--- config.mk ---
export PLATFORM = sky130hd
export DESIGN_NAME = vstore_mem_writer
export DESIGN_NICKNAME = d
export VERILOG_FILES = /design/src/rtl/vstore_mem_writer.sv
export SDC_FILE = /design/constraint.sdc
export NUM_CORES = 1
export LEC_CHECK = 0
export CAP_MARGIN = 15
export CORE_MARGIN = 4
export CORE_UTILIZATION = 35
export DETAILED_ROUTE_END_ITERATION = 8
export GPL_ROUTABILITY_DRIVEN = 1
export PLACE_DENSITY = 0.71
export SLEW_MARGIN = 15
export SYNTH_ARGS = -nofsm -noshare
export SYNTH_HDL_FRONTEND = slang
export SYNTH_SLANG_ARGS = --single-unit
--- constraint.sdc ---
create_clock -name clk_i -period 8.86 [get_ports clk_i]
set_input_delay 1.772 -clock clk_i [delete_from_list [all_inputs] [get_ports clk_i]]
set_output_delay 1.772 -clock clk_i [all_outputs]
set_load 0.02 [all_outputs]
--- src/rtl/vstore_mem_writer.sv ---
// Vector store memory writer.
// Turns the in-order stream of VRF store words into aligned memory write
// requests, masks the final partial word, counts outstanding write acks and
// reports each completed store instruction to the committer.
module vstore_mem_writer #(
  parameter int unsigned DataWidth      = 64,
  parameter int unsigned AddrWidth      = 32,
  parameter int unsigned VlWidth        = 16,
  parameter int unsigned IdWidth        = 3,
  parameter int unsigned MaxOutstanding = 4
) (
  input  logic                   clk_i,
  input  logic                   rst_ni,
  input  logic                   req_valid_i,
  output logic                   req_ready_o,
  input  logic [AddrWidth-1:0]   req_base_addr_i,
  input  logic [VlWidth-1:0]     req_vlB_i,
  input  logic [IdWidth-1:0]     req_insn_id_i,
  input  logic                   store_op_valid_i,
  output logic                   store_op_gnt_o,
  input  logic [DataWidth-1:0]   store_op_i,
  output logic                   mem_req_o,
  input  logic                   mem_gnt_i,
  output logic [AddrWidth-1:0]   mem_addr_o,
  output logic [DataWidth-1:0]   mem_wdata_o,
  output logic [DataWidth/8-1:0] mem_be_o,
  input  logic                   mem_ack_i,
  output logic                   done_o,
  output logic [IdWidth-1:0]     done_insn_id_o,
  input  logic                   done_gnt_i
);

  localparam int unsigned WordB = DataWidth / 8;
  localparam int unsigned OutW  = $clog2(MaxOutstanding + 1);

  localparam logic [VlWidth-1:0]   WordBRem  = VlWidth'(WordB);
  localparam logic [AddrWidth-1:0] WordBAddr = AddrWidth'(WordB);
  localparam logic [OutW-1:0]      MaxOut    = OutW'(MaxOutstanding);

  typedef enum logic [1:0] {
    IDLE,
    SEND,
    DRAIN,
    DONE
  } state_e;

  state_e               state_q;
  logic [AddrWidth-1:0] addr_q;
  logic [VlWidth-1:0]   rem_q;
  logic [OutW-1:0]      out_q;
  logic [OutW-1:0]      out_d;
  logic [IdWidth-1:0]   id_q;
  logic                 in_send;
  logic                 xfer;

  assign in_send        = (state_q == SEND);
  assign req_ready_o    = (state_q == IDLE);
  assign done_o         = (state_q == DONE);
  assign done_insn_id_o = id_q;

  // Request/grant handshake, write payload and next outstanding count.
  // Credits are judged on the registered count, so an ack arriving while
  // full only frees a slot from the following cycle.
  always_comb begin
    mem_req_o      = in_send && store_op_valid_i && (out_q < MaxOut);
    xfer           = mem_req_o && mem_gnt_i;
    store_op_gnt_o = xfer;
    mem_addr_o     = in_send ? addr_q : '0;
    mem_wdata_o    = in_send ? store_op_i : '0;
    mem_be_o       = '0;
    for (int unsigned i = 0; i < WordB; i++) begin
      mem_be_o[i] = in_send && (VlWidth'(i) < rem_q);
    end
    unique case ({xfer, mem_ack_i})
      2'b10:   out_d = out_q + OutW'(1);
      2'b01:   out_d = (out_q == '0) ? '0 : out_q - OutW'(1);
      default: out_d = out_q;
    endcase
  end

  // Instruction sequencing: address/remaining-byte tracking and state.
  always_ff @(posedge clk_i or negedge rst_ni) begin
    if (!rst_ni) begin
      state_q <= IDLE;
      addr_q  <= '0;
      rem_q   <= '0;
      out_q   <= '0;
    end else begin
      out_q <= out_d;
      unique case (state_q)
        IDLE: begin
          if (req_valid_i) begin
            addr_q  <= req_base_addr_i;
            rem_q   <= req_vlB_i;
            state_q <= (req_vlB_i == '0) ? DONE : SEND;
          end
        end
        SEND: begin
          if (xfer) begin
            addr_q <= addr_q + WordBAddr;
            rem_q  <= (rem_q > WordBRem) ? rem_q - WordBRem : '0;
            if (rem_q <= WordBRem) begin
              state_q <= DRAIN;
            end
          end
        end
        DRAIN: begin
          if (out_d == '0) begin
            state_q <= DONE;
          end
        end
        DONE: begin
          if (done_gnt_i) begin
            state_q <= IDLE;
          end
        end
        default: state_q <= IDLE;
      endcase
    end
  end

  // Instruction id capture; only meaningful while done_o is high.
  always_ff @(posedge clk_i) begin
    if ((state_q == IDLE) && req_valid_i) begin
      id_q <= req_insn_id_i;
    end
  end

`ifndef SYNTHESIS
  // An ack with nothing outstanding is an upstream protocol violation.
  always_ff @(posedge clk_i) begin
    if (rst_ni) begin
      assert (!(mem_ack_i && (out_q == '0)))
        else $error("vstore_mem_writer: mem_ack_i with no outstanding writes");
    end
  end
`endif

endmodule
==> summary.md <==
| Metric | Value |
|---|---|
| Setup_tns | 0 ns |
| Initial antenna violation count | 1 |
| Hold Path Sink | rem_q[4] |
| Internal power | 1.24 mW |
| Final wirelength | 15,500 um |
| Dpl cells | 894 |
| Postcts setup bufs | 0 |
| Clock Skew | 0.00441 ns |
| CTS buffer count | 5 |
| Mapped cell area | 4280 sq um |
| Detailed placement HPWL | 11,700 um |
| Synth Area in Compound Gates | 22.1% |
| Port Buf Inserts | 232 |
| First-pass GRT wire length | 24,400 um |
| Post-CTS sizing | 0 |
| Mapped Avg Cell Area | 7.83 sq um |
| CP arrival | 3.34 ns |
| Adder-cell area share of the yosys netlist | 4.09% |
| CTS tree | built |
| Setup CP Type | in2out |
| Main flop type after synthesis | dfrtp_1 |
| Syn. warnings | 0 |
| Post-synth EDFFs | 3 |
| Synthesized flop and latch total | 56 |
| Min Tclk post-route | 5.11 ns |
| Slew headroom | 35.1% |
| Clk root buf | clkbuf_16 |
| Tightest Pin Transition | 0.974 ns |
| Final hold vios | 0 |
| Sequential share of power | 22.0% |
| Number of DRC markers in iteration 0 | 384 |
| Fin. max-slew vios | 0 |
| Vias | 4,953 |
| PwrDens | 345 nW/um^2 |
| Worst Setup Start Kind | input port |
| Longest Clk Path Bufs | 2 |
| Synthesized Nets | 683 |
| RSZ-0062 raised after global routing | false |
| Clock Power Share | 9.8% |
| Status | complete, no violations |
| Htree depth | 2 |
| Die W | 119 um |
| FFs w/ async S/R, synth | 94.6% |
| CTS Hold Buffers Added | 0 |
| Synth Instances | 547 |
| Antenna Nets Post-Route | 0 |
| Min-Delay Startpoint | rem_q[4] |
| Fraction of layout cells with a size suffix above 1 | 3.57% |
| Top cells by area, synth | dfrtp_1 (31%), and2_1 (13%), a21oi_1 (6.9%) |
| Grt total ovfl | 0 |
| CTS sink cnt | 56 |
| Peak supply drop | 177 uV |
| Combinational share of power | 68.2% |
| Final setup vio count | 0 |
| Largest family of logic cells by synthesized area | simple AND/OR/NAND/NOR gates |
| # DRC | 0 |
| Reg clk slew, reported paths | 0.07 ns |
| Clock latency at the later pin of the worst-skew pair | 0.30 ns |
| Die H | 119 um |
| Initial Utilization | 35.7% |
| Die Area | 14,100 sq um |
| Tightest Hold Check Type | reg2reg |
| Peak fanout along the critical path | 5 |
| Pin count of the biggest net entering global routing | 128 |
| Synthesis-to-finish area growth | 60.6% |
| Vias per inst | 5.47 |
| Number of I/O pins | 233 |
| Max-Cap Viols | 0 |
| Critical Path Sink Type | primary output |
| Biggest area consumer among synthesized cells | dfrtp_1 |
| Switching Share | 47.7% |
| Fmax | 0.196 GHz |
| GP Congestion | 0.850 |
| Leakage dissipation | 2.72 nW |
| Tcrit/Tclk final | 57.7% |
| Synth top area share | 31.0% |
| FF-to-FF setup slack | 5.37 ns |
| R2r endpoint | state_q[1] |
| Global-route usage over all layers | 20.8% |
| FILL cells | 1,099 |
| FP Rows | 40 |
| Sequential fraction of the synthesis area | 33.1% |
| Reg2reg start | state_q[1] |
| Mux cell area share after synthesis | 1.43% |
| First drt pass iteration count | 5 |
| Final Non-Filler Cells | 905 |
| Final-stage net count | 891 |
| Wire per inst | 17.1 um |
| Vias in the first global route | 4,792 |
| CP required | 7.09 ns |
| Simple-gate share of the synthesized area | 33.1% |
| Core area | 12,000 sq um |
| Post-synthesis xor/xnor area fraction | 0% |
| Reg2reg path depth | 9 |
| Hold path cells | 2 |
| Distinct cell type count after synthesis | 60 |
| NetSw | 1.13 mW |
## worst max path at each step
| stage | cells past startpoint | end | start |
|---|---|---|---|
| finish | 4 | store_op_gnt_o | store_op_valid_i |
| global route | 4 | store_op_gnt_o | store_op_valid_i |
| CTS | 4 | store_op_gnt_o | store_op_valid_i |
| detailed placement | 4 | store_op_gnt_o | store_op_valid_i |
| global placement | 4 | store_op_gnt_o | store_op_valid_i |
| floorplan | 2 | store_op_gnt_o | store_op_valid_i |
## power groups by stage
stage	clock, mW	combinational, mW	sequential, mW
after global placement	0	1.58	0.511
after CTS	0.233	1.62	0.518
after detailed placement	0	1.61	0.521
final	0.231	1.62	0.522
after global routing	0.243	1.77	0.541
after floorplan	0	1.01	0.475
## worst max-delay path, stage by stage
cell and delay [ns]:
clkdlybuf4s50_1 0.49, nand4b_1 0.29, inv_1 0.16, clkdlybuf4s50_1 0.62
## per-stage QoR
step | cell area [sq um] | hold slack (ns) | util, % | total power, mW | setup WS, ns
after detailed placement | 6690 | 0.525 | 55.7 | 2.13 | 3.74
after floorplan | 4280 | 0.486 | - | 1.48 | 4.93
after global placement | 6690 | 0.512 | 55.7 | 2.09 | 3.77
after CTS | 6850 | 0.544 | 57.0 | 2.37 | 3.75
final | 6880 | 0.538 | 57.3 | 2.37 | 3.75
after global routing | 6880 | 0.569 | 57.3 | 2.55 | 3.69
## layout by cell type, fill, tap and decap left out, types with 2 or more instances in the layout
cell type,synthesis,routed
nand3_1,19,19
o32ai_1,4,4
nand4_1,11,11
a2bb2oi_1,4,4
buf_4,0,5
o2bb2ai_1,3,3
edfxtp_1,3,3
a31o_2,3,3
nor2_1,20,20
nand2b_1,6,6
and3b_1,2,2
nand2_1,47,47
clkdlybuf4s50_1,0,231
and2_1,90,90
nor3_1,17,17
ha_1,14,13
nor2b_1,7,7
o21ai_0,32,32
nor3b_1,2,2
mux2i_1,5,5
or3_1,7,7
diode_2,0,2
o22a_1,2,2
inv_1,28,28
and3_1,9,9
or2_2,2,2
a21oi_1,59,58
clkbuf_16,0,5
o22ai_1,14,14
a21o_1,4,4
nor4_1,8,8
a32oi_1,2,2
dfrtp_1,53,53
a22oi_1,6,6
## logic make-up (layout without fill, tap and decap cells)
group,count (synthesis),after routing
DFF,56,56
and+or+nand+nor,255,255
muxes,6,6
buffers and inverters,65,274
other,0,2
adders and majority gates,14,14
AOI/OAI and AO/OA,151,151
## final cells by class
| type | instances | area, sq um | share of cell area (%) |
|---|---|---|---|
| diodes | 2 | 5.00 | 0.0727 |
| clock buffers | 6 | 129 | 1.87 |
| clock inverters | 2 | 35.0 | 0.509 |
| inverters | 28 | 105 | 1.53 |
| multi-input cells | 426 | 2630 | 38.1 |
| flip-flops and latches | 56 | 1420 | 20.6 |
| well taps | 147 | 184 | 2.67 |
| repair buffers | 238 | 2380 | 34.6 |
## sequential cells by signal, summed over array words and instances (netlist names)
| register | count |
|---|---|
| done_insn_id_o | 3 |
| out_q | 3 |
| state_q | 2 |
| rem_q | 16 |
| addr_q | 32 |
## synth_stat cells, types with 5 or more instances
| cell | count |
|---|---|
| nor2b_1 | 7 |
| nand2b_1 | 6 |
| o21ai_0 | 32 |
| and3_1 | 9 |
| nand3_1 | 19 |
| ha_1 | 14 |
| mux2i_1 | 5 |
| and2_1 | 90 |
| or3_1 | 7 |
| a22oi_1 | 6 |
| nor2_1 | 20 |
| nand2_1 | 47 |
| dfrtp_1 | 53 |
| a21oi_1 | 59 |
| nand4_1 | 11 |
| inv_1 | 28 |
| nor4_1 | 8 |
| clkbuf_1 | 33 |
| nor3_1 | 17 |
| o22ai_1 | 14 |
## per-layer routing
metal / global-route usage [%] / wire length [um] / share of wire [%]
met1: 25.3 / 6120 / 40
met2: 35.8 / 7550 / 49
met3: 5.17 / 1410 / 9.1
met4: 7.46 / 375 / 2.4
met5: 0 / 0 / 0
Power figures use the tool's default switching activity.
